<file path="config.mk">
export PLATFORM = sky130hd
export DESIGN_NAME = stream_sink
export DESIGN_NICKNAME = d
export VERILOG_FILES = /design/src/rtl/stream_sink.sv
export SDC_FILE = /design/constraint.sdc
export NUM_CORES = 1
export LEC_CHECK = 0
export CORE_MARGIN = 5
export CORE_UTILIZATION = 50
export CTS_CLUSTER_SIZE = 40
export DETAILED_ROUTE_END_ITERATION = 6
export DONT_BUFFER_PORTS = 1
export GPL_TIMING_DRIVEN = 1
export HOLD_SLACK_MARGIN = 0.05
export MAX_ROUTING_LAYER = met4
export PLACE_DENSITY = 0.75
export SYNTH_ARGS = -nofsm -noshare
export SYNTH_HDL_FRONTEND = slang
export SYNTH_SLANG_ARGS = --single-unit
</file>
<file path="constraint.sdc">
create_clock -name sys_clk -period 9.31 [get_ports sys_clk]
set_clock_uncertainty 0.05 [all_clocks]
set_input_delay 1.862 -clock sys_clk [delete_from_list [all_inputs] [get_ports sys_clk]]
set_output_delay 1.862 -clock sys_clk [all_outputs]
set_load 0.01 [all_outputs]
</file>
<file path="src/rtl/stream_sink.sv">
// Wishbone stream responder: FIFO-buffers pixel writes and replays them as SDRAM framebuffer writes.
// Define STREAM_SINK_BURST_EN to tag master cycles as incrementing bursts (cti 010/111).
`timescale 1ns/1ps
module stream_sink #(
  parameter int          HDISP      = 800,
  parameter int          VDISP      = 480,
  parameter int          FIFO_DEPTH = 16,
  parameter logic [31:0] BASE_ADR   = 32'h0
) (
  input  logic        sys_clk,
  input  logic        sys_rst,
  // stream side (responder)
  input  logic        wshb_ifs_cyc,
  input  logic        wshb_ifs_stb,
  input  logic        wshb_ifs_we,
  input  logic [31:0] wshb_ifs_adr,
  input  logic [31:0] wshb_ifs_dat_ms,
  input  logic [3:0]  wshb_ifs_sel,
  input  logic [2:0]  wshb_ifs_cti,
  input  logic [1:0]  wshb_ifs_bte,
  output logic        wshb_ifs_ack,
  output logic        wshb_ifs_err,
  output logic        wshb_ifs_rty,
  output logic [31:0] wshb_ifs_dat_sm,
  // SDRAM side (initiator)
  output logic        wshb_ifm_cyc,
  output logic        wshb_ifm_stb,
  output logic        wshb_ifm_we,
  output logic [31:0] wshb_ifm_adr,
  output logic [31:0] wshb_ifm_dat_ms,
  output logic [3:0]  wshb_ifm_sel,
  output logic [2:0]  wshb_ifm_cti,
  output logic [1:0]  wshb_ifm_bte,
  input  logic        wshb_ifm_ack,
  input  logic        wshb_ifm_err,
  input  logic        wshb_ifm_rty,
  input  logic [31:0] wshb_ifm_dat_sm,
  output logic        frame_done
);

  localparam int TOTAL = HDISP * VDISP;
  localparam int PW    = $clog2(TOTAL);
  localparam int AW    = $clog2(FIFO_DEPTH);
  localparam int LW    = $clog2(FIFO_DEPTH + 1);

  typedef enum logic {IDLE, WRITE} state_t;

  state_t        state;
  logic [32:0]   mem [FIFO_DEPTH];
  logic [AW-1:0] wr_ptr;
  logic [AW-1:0] rd_ptr;
  logic [LW-1:0] level;
  logic [LW-1:0] level_next;
  logic [PW-1:0] pix_cnt;
  logic [PW-1:0] idx;
  logic [PW-1:0] idx_next;
  logic          full;
  logic          empty;
  logic          push;
  logic          pop;
  logic          head_sof;
  logic          next_sof;
  logic [31:0]   head_dat;
  logic          unused_inputs;

  assign unused_inputs = ^{wshb_ifs_sel, wshb_ifs_cti, wshb_ifs_bte, wshb_ifm_dat_sm, wshb_ifm_rty, next_sof};

  assign full  = (level == LW'(FIFO_DEPTH));
  assign empty = (level == '0);

  assign wshb_ifs_ack    = wshb_ifs_cyc & wshb_ifs_stb & wshb_ifs_we & ~full;
  assign wshb_ifs_err    = wshb_ifs_cyc & wshb_ifs_stb & ~wshb_ifs_we;
  assign wshb_ifs_rty    = 1'b0;
  assign wshb_ifs_dat_sm = 32'h0;

  assign push = wshb_ifs_ack;
  // rty from SDRAM leaves the head in place, so the same word is re-presented
  assign pop  = (state == WRITE) & (wshb_ifm_ack | wshb_ifm_err);

  assign head_sof   = mem[rd_ptr][32];
  assign head_dat   = mem[rd_ptr][31:0];
  assign next_sof   = mem[rd_ptr + AW'(1)][32];
  assign level_next = level + LW'(push) - LW'(pop);

  assign idx      = head_sof ? '0 : pix_cnt;
  assign idx_next = (idx == PW'(TOTAL - 1)) ? '0 : idx + PW'(1);

  assign wshb_ifm_adr    = (state == WRITE) ? BASE_ADR + (32'(idx) << 2) : 32'h0;
  assign wshb_ifm_dat_ms = (state == WRITE) ? head_dat : 32'h0;
  assign wshb_ifm_bte    = 2'b00;

`ifdef STREAM_SINK_BURST_EN
  // a queued sof word must open its own burst, so the word before it terminates
  assign wshb_ifm_cti = (state != WRITE) ? 3'b000 :
                        ((level > LW'(1)) && !next_sof) ? 3'b010 : 3'b111;
`else
  assign wshb_ifm_cti = 3'b000;
`endif

  always_ff @(posedge sys_clk) begin
    if (push) mem[wr_ptr] <= {(wshb_ifs_adr == 32'h0), wshb_ifs_dat_ms};
  end

  always_ff @(posedge sys_clk or posedge sys_rst) begin
    if (sys_rst) begin
      state        <= IDLE;
      wr_ptr       <= '0;
      rd_ptr       <= '0;
      level        <= '0;
      pix_cnt      <= '0;
      frame_done   <= 1'b0;
      wshb_ifm_cyc <= 1'b0;
      wshb_ifm_stb <= 1'b0;
      wshb_ifm_we  <= 1'b0;
      wshb_ifm_sel <= 4'h0;
    end else begin
      level      <= level_next;
      frame_done <= pop && (idx == PW'(TOTAL - 1));
      if (push) wr_ptr <= wr_ptr + AW'(1);
      if (pop) begin
        rd_ptr  <= rd_ptr + AW'(1);
        pix_cnt <= idx_next;
      end
      case (state)
        IDLE: begin
          if (!empty) begin
            state        <= WRITE;
            wshb_ifm_cyc <= 1'b1;
            wshb_ifm_stb <= 1'b1;
            wshb_ifm_we  <= 1'b1;
            wshb_ifm_sel <= 4'hF;
          end
        end
        WRITE: begin
          if (pop && (level_next == '0)) begin
            state        <= IDLE;
            wshb_ifm_cyc <= 1'b0;
            wshb_ifm_stb <= 1'b0;
            wshb_ifm_we  <= 1'b0;
            wshb_ifm_sel <= 4'h0;
          end
        end
        default: state <= IDLE;
      endcase
    end
  end

endmodule

</file>
Word level (Yosys, flattened, before mapping) --
Memory sizes are Yosys's and may differ from the RTL's. Index checks and enable logic that the tools add are counted.
Cells by class: reduce and logical (&&, ||, !) cells 6, multiplexer cells 15, bitwise logic cells 9, add/sub/neg operators 5, eq/ne operators 4
Operators by type and width (count):
- 2-to-1 mux 19 bit | 2
- zero test 32 bit | 1
- 2-to-1 mux 32 bit | 1
- 2-to-1 mux 21 bit | 1
- adder 19 x 1 -> 19 bit, second input constant | 1
- == test 19 bit, second input constant | 1
- zero test 5 bit | 2
- adder 4 x 1 -> 4 bit, second input constant | 2
- 2-to-1 mux 4 bit | 2
- case mux 4 bit (2 select lines) | 1
- 2-to-1 mux 1 bit | 6
- adder 5 x 1 -> 5 bit | 1
- AND 1 bit | 5
- == test 5 bit, second input constant | 1
- subtractor 5 x 1 -> 5 bit | 1
- case mux 1 bit (2 select lines) | 2
- inverter 1 bit | 3
- logical AND 1 bit | 2
- != test 2 x 1 -> 1 bit, second input constant | 1
- != test 2 bit, second input constant | 1
- AND reduction 2 bit | 1
- OR 1 bit | 1
Word-level totals: flip-flop bits (word level) 39, memories 1, bits of input ports 113, output and inout bits 112, RAM bits 528, logic and storage cells 48
Memories:
- mem | depth 16, bits a word 33, rd ports 1, clocked after memory_dff 0, write ports 1, RTL line 49 | logic [32:0] mem [FIFO_DEPTH];

Longest topological paths before layout --
depth in word-level cells 9, depth in mapped cells 15, gate-level depth less buffers 12

Worst setup path before layout --
No wires, ideal clock.
kind in2out, start point in wshb_ifs_we, end point out wshb_ifs_ack, required time 7.398 ns, arrival 2.505 ns, slack 4.893 ns, path buffers 0, cell stages on the path 2, cell sequence nand3_1 > a31oi_1
Between the ends: cells in the longest elaborated chain, start to end 2
RTL lines:
- start, declared | RTL line 15 | input logic wshb_ifs_we,
- AND 1 bit (2 in series) | RTL line 71 | assign wshb_ifs_ack = wshb_ifs_cyc & wshb_ifs_stb & wshb_ifs_we & ~full;
- end, declared | RTL line 21 | output logic wshb_ifs_ack,
No other way between the ends.

Final worst setup path --
start point reg rd_ptr[1], end point out wshb_ifm_adr[4]
Between the ends: cells in the longest elaborated chain, start to end 3
RTL lines:
- start, declared | RTL line 51 | logic [AW-1:0] rd_ptr;
- start signal, assigned | RTL line 121 | rd_ptr <= rd_ptr + AW'(1);
- memory (16 x 33 bit)
- 2-to-1 mux 19 bit | RTL line 85 | assign idx = head_sof ? '0 : pix_cnt;
- 2-to-1 mux 21 bit | RTL line 88 | assign wshb_ifm_adr = (state == WRITE) ? BASE_ADR + (32'(idx) << 2) : 32'h0;
- end, declared | RTL line 29 | output logic [31:0] wshb_ifm_adr,
No other way between the ends.

==> reports/metrics.cfg <==
[status]
status = finished clean

[sta]
report.final.slew_viol_count = 0
worstMarginPinSlew_ns = 1.120
hold_viol = 0
fin_crit_sh = 0.6090
setup_viol = 0
layout_min_cycle_time_ns = 5.670
setup_slack_ns = 3.640
tns_ns = 0
rsz0062_at_grt = no
maxSlewHeadroom = 0.2507
fmax_ghz = 0.1764

[clock_tree]
cts_sinks = 563
path_clk_slew_ns = 0.06
worstSkewPairLatency_ns = 0.59
cts_buffer_depth = 3
cts_resized = 0
htree_levels = 2
cts_buffers = 54
cts-root-buf = clkbuf_16
cts_tree = yes
hold_buffers = 0
postCtsSetupBuffers = 0

[route]
vias = 10643
wl_um = 47030
drc = 0
ant_nets = 0
dr.first_iter.drc_count = 1215
wl_per_cell_um = 26.77
viasPerCell = 6.057
firstDrtPassIters = 5

[synthesis]
syn_area_per_cell_um2 = 20.68
ys_seq_area_frac = 0.7361
synthFlopType = edfxtp_1
synth_area_um2 = 22730
synthArstFlopShare = 0.06217
postSynthCellCount = 1099
yosys.area.top_type_share = 0.6976
synth.area.top_cells = edfxtp_1, mux4_2, dfrtp_1
synth_enable_flop_cells = 528
yosysTopAreaCell = edfxtp_1
yosys_register_bits = 563
synth.distinct_cells = 53
ys_warn_count = 0

[cells_and_area]
drive_gt1_frac = 0.2541
mostFrequentLayoutCell = edfxtp_1
area_growth_pct = 9.655
n_fill_cell = 3315
stdcell_count = 1757
most-common-layout-cells = edfxtp_1, mux4_2, clkbuf_16
finalInstanceArea_um2 = 24920
seq_area_um2 = 16740
fin_util = 0.5516
multi_input_area_um2 = 5465
num_antenna_cells = 0
nNetsFinal = 1245

[setup_path]
crit_type = reg -> out
cp-startpoint = rd_ptr[1]
endpoint_kind = output port
crit_fanout = 52
max_stage_delay_ns = 0.97
arrival_ns = 3.76
critPathSlowestCell = dfrtp_4
cp_cell_sequence = buf_4 -> mux4_2 -> nand3_1 -> and4_1 -> buf_4 -> and3_2
reg2reg_slack_ns = 3.92
r2r-start = rd_ptr[1]
cp-start-kind = flop
cp.required_ns = 7.40
critPathMostFrequentCell = buf_4

[global_routing]
antenna_found_initial = 0
busiest_layer = met2
grt_overflow = 0
track_usage = 0.1935
grt_pass1_vias = 10962
gr-usage-met2 = 0.3060
grt_util_met1 = 0.2595
groute.layer.met3.usage = 0.04947
grt_max_degree = 55
grt_pass1_wl_um = 70040

[power_and_ir_drop]
p_comb_frac = 0.270
powerDensity_nw_per_um2 = 281.4
seqPwrFrac = 0.432
pwr-share-clk = 0.298
p_int_mw = 4.977
switching_power_mw = 2.038
p_sw_frac = 0.2905
p_leak_nw = 8.020
vdd_drop_max_v = 0.0002442

[floorplan]
rows = 78
die_w_um = 223.2
initial_core_util = 0.5030
design.core.area_um2 = 45190
die_h_um = 223.2
die_area_um2 = 49820
io_pins = 225

[place]
portBuffers = 0
place_area_um2 = 23230
gp_congestion = 0.7923
hpwlAfterDp_um = 24820
pre_cts_slack_ns = 3.919
dp_cells = 1663

[min_path]
worstHoldPathType = reg -> reg
min-delay-start = wr_ptr[3]

[flow_run]
drv_cap = 0

[cells by family after synthesis]
group,count (synthesis),share of synthesized area
xor gates and xnor gates,9,0.003468
DFF,563,0.7361
AOI/OAI and AO/OA,38,0.01244
other,1,0.0001650
adders and majority gates,13,0.007486
buffers and inverters,132,0.03259
and+or+nand+nor,178,0.04481
muxes,165,0.1629
[critical path: cells and delay by family (launching register included)]
kind	cells	cell delay [ns]
simple gates	3	0.63
mux	1	0.42
flops	1	0.97
buf+inv	2	1.08
[metrics by stage]
step,power (mW),hold WS [ns]
after floorplan,4.585,0.4393
after global placement,4.980,0.4839
after detailed placement,5.007,0.4913
after CTS,7.105,0.5065
after global routing,7.355,0.5558
final,7.015,0.5050
[cell usage after synthesis, types with 3 or more instances]
cell      count
o22ai_1       3
buf_2        16
nand4_1      16
nand2_1      28
nand3b_1      3
nand3_1      15
xnor2_1       9
nor3_1        3
o31ai_1       5
and3_1       19
a31oi_1       6
nor2_1       13
and2_1       51
dfrtp_1      35
buf_4        58
o21ai_0       3
inv_1        19
clkbuf_1     30
buf_1         8
edfxtp_1    528
mux4_2      164
o211ai_1      5
or3_1         5
ha_1         12
nor4_1       10
[state kept, by name, indices dropped and copies added (netlist names)]
name	cells
mem	528
pix_cnt	19
level	5
rd_ptr	4
wr_ptr	4
frame_done	1
state	1
wshb_ifm_sel	1
[layer usage]
metal | wire, um | part of all wire
met1 | 18470 | 0.39
met3 | 4556 | 0.097
met4 | 754 | 0.016
met5 | 0 | 0
met2 | 23250 | 0.49
[final cells by class]
cell class | instances | area share
Sequential cell | 563 | 0.6717
Multi-Input combinational cell | 454 | 0.2193
Clock buffer | 60 | 0.05512
Tap cell | 600 | 0.03012
Clock inverter | 34 | 0.01275
Timing Repair Buffer | 27 | 0.008133
Inverter | 19 | 0.002861
[power by group through the flow]
stage                     registers (mW)  logic, mW  clock network, mW
final                               3.03       1.90               2.09
after CTS                           3.03       1.94               2.13
after global placement              3.08       1.90                  0
after floorplan                     2.96       1.63                  0
after detailed placement            3.09       1.92                  0
after global routing                3.05       2.07               2.24
[worst paths after layout]
kind / depth (start not counted) / endpoint
worst max register to register: 12 / pix_cnt[17]
worst min-delay path: 1 / wr_ptr[3]
max in group asynchronous: 2 / rd_ptr[0]
min in group asynchronous: 2 / wshb_ifm_sel[2]
worst min register to register: 1 / wr_ptr[3]
worst max-delay path: 6 / wshb_ifm_adr[4]
Note: power is estimated with default switching activity, not from simulation.
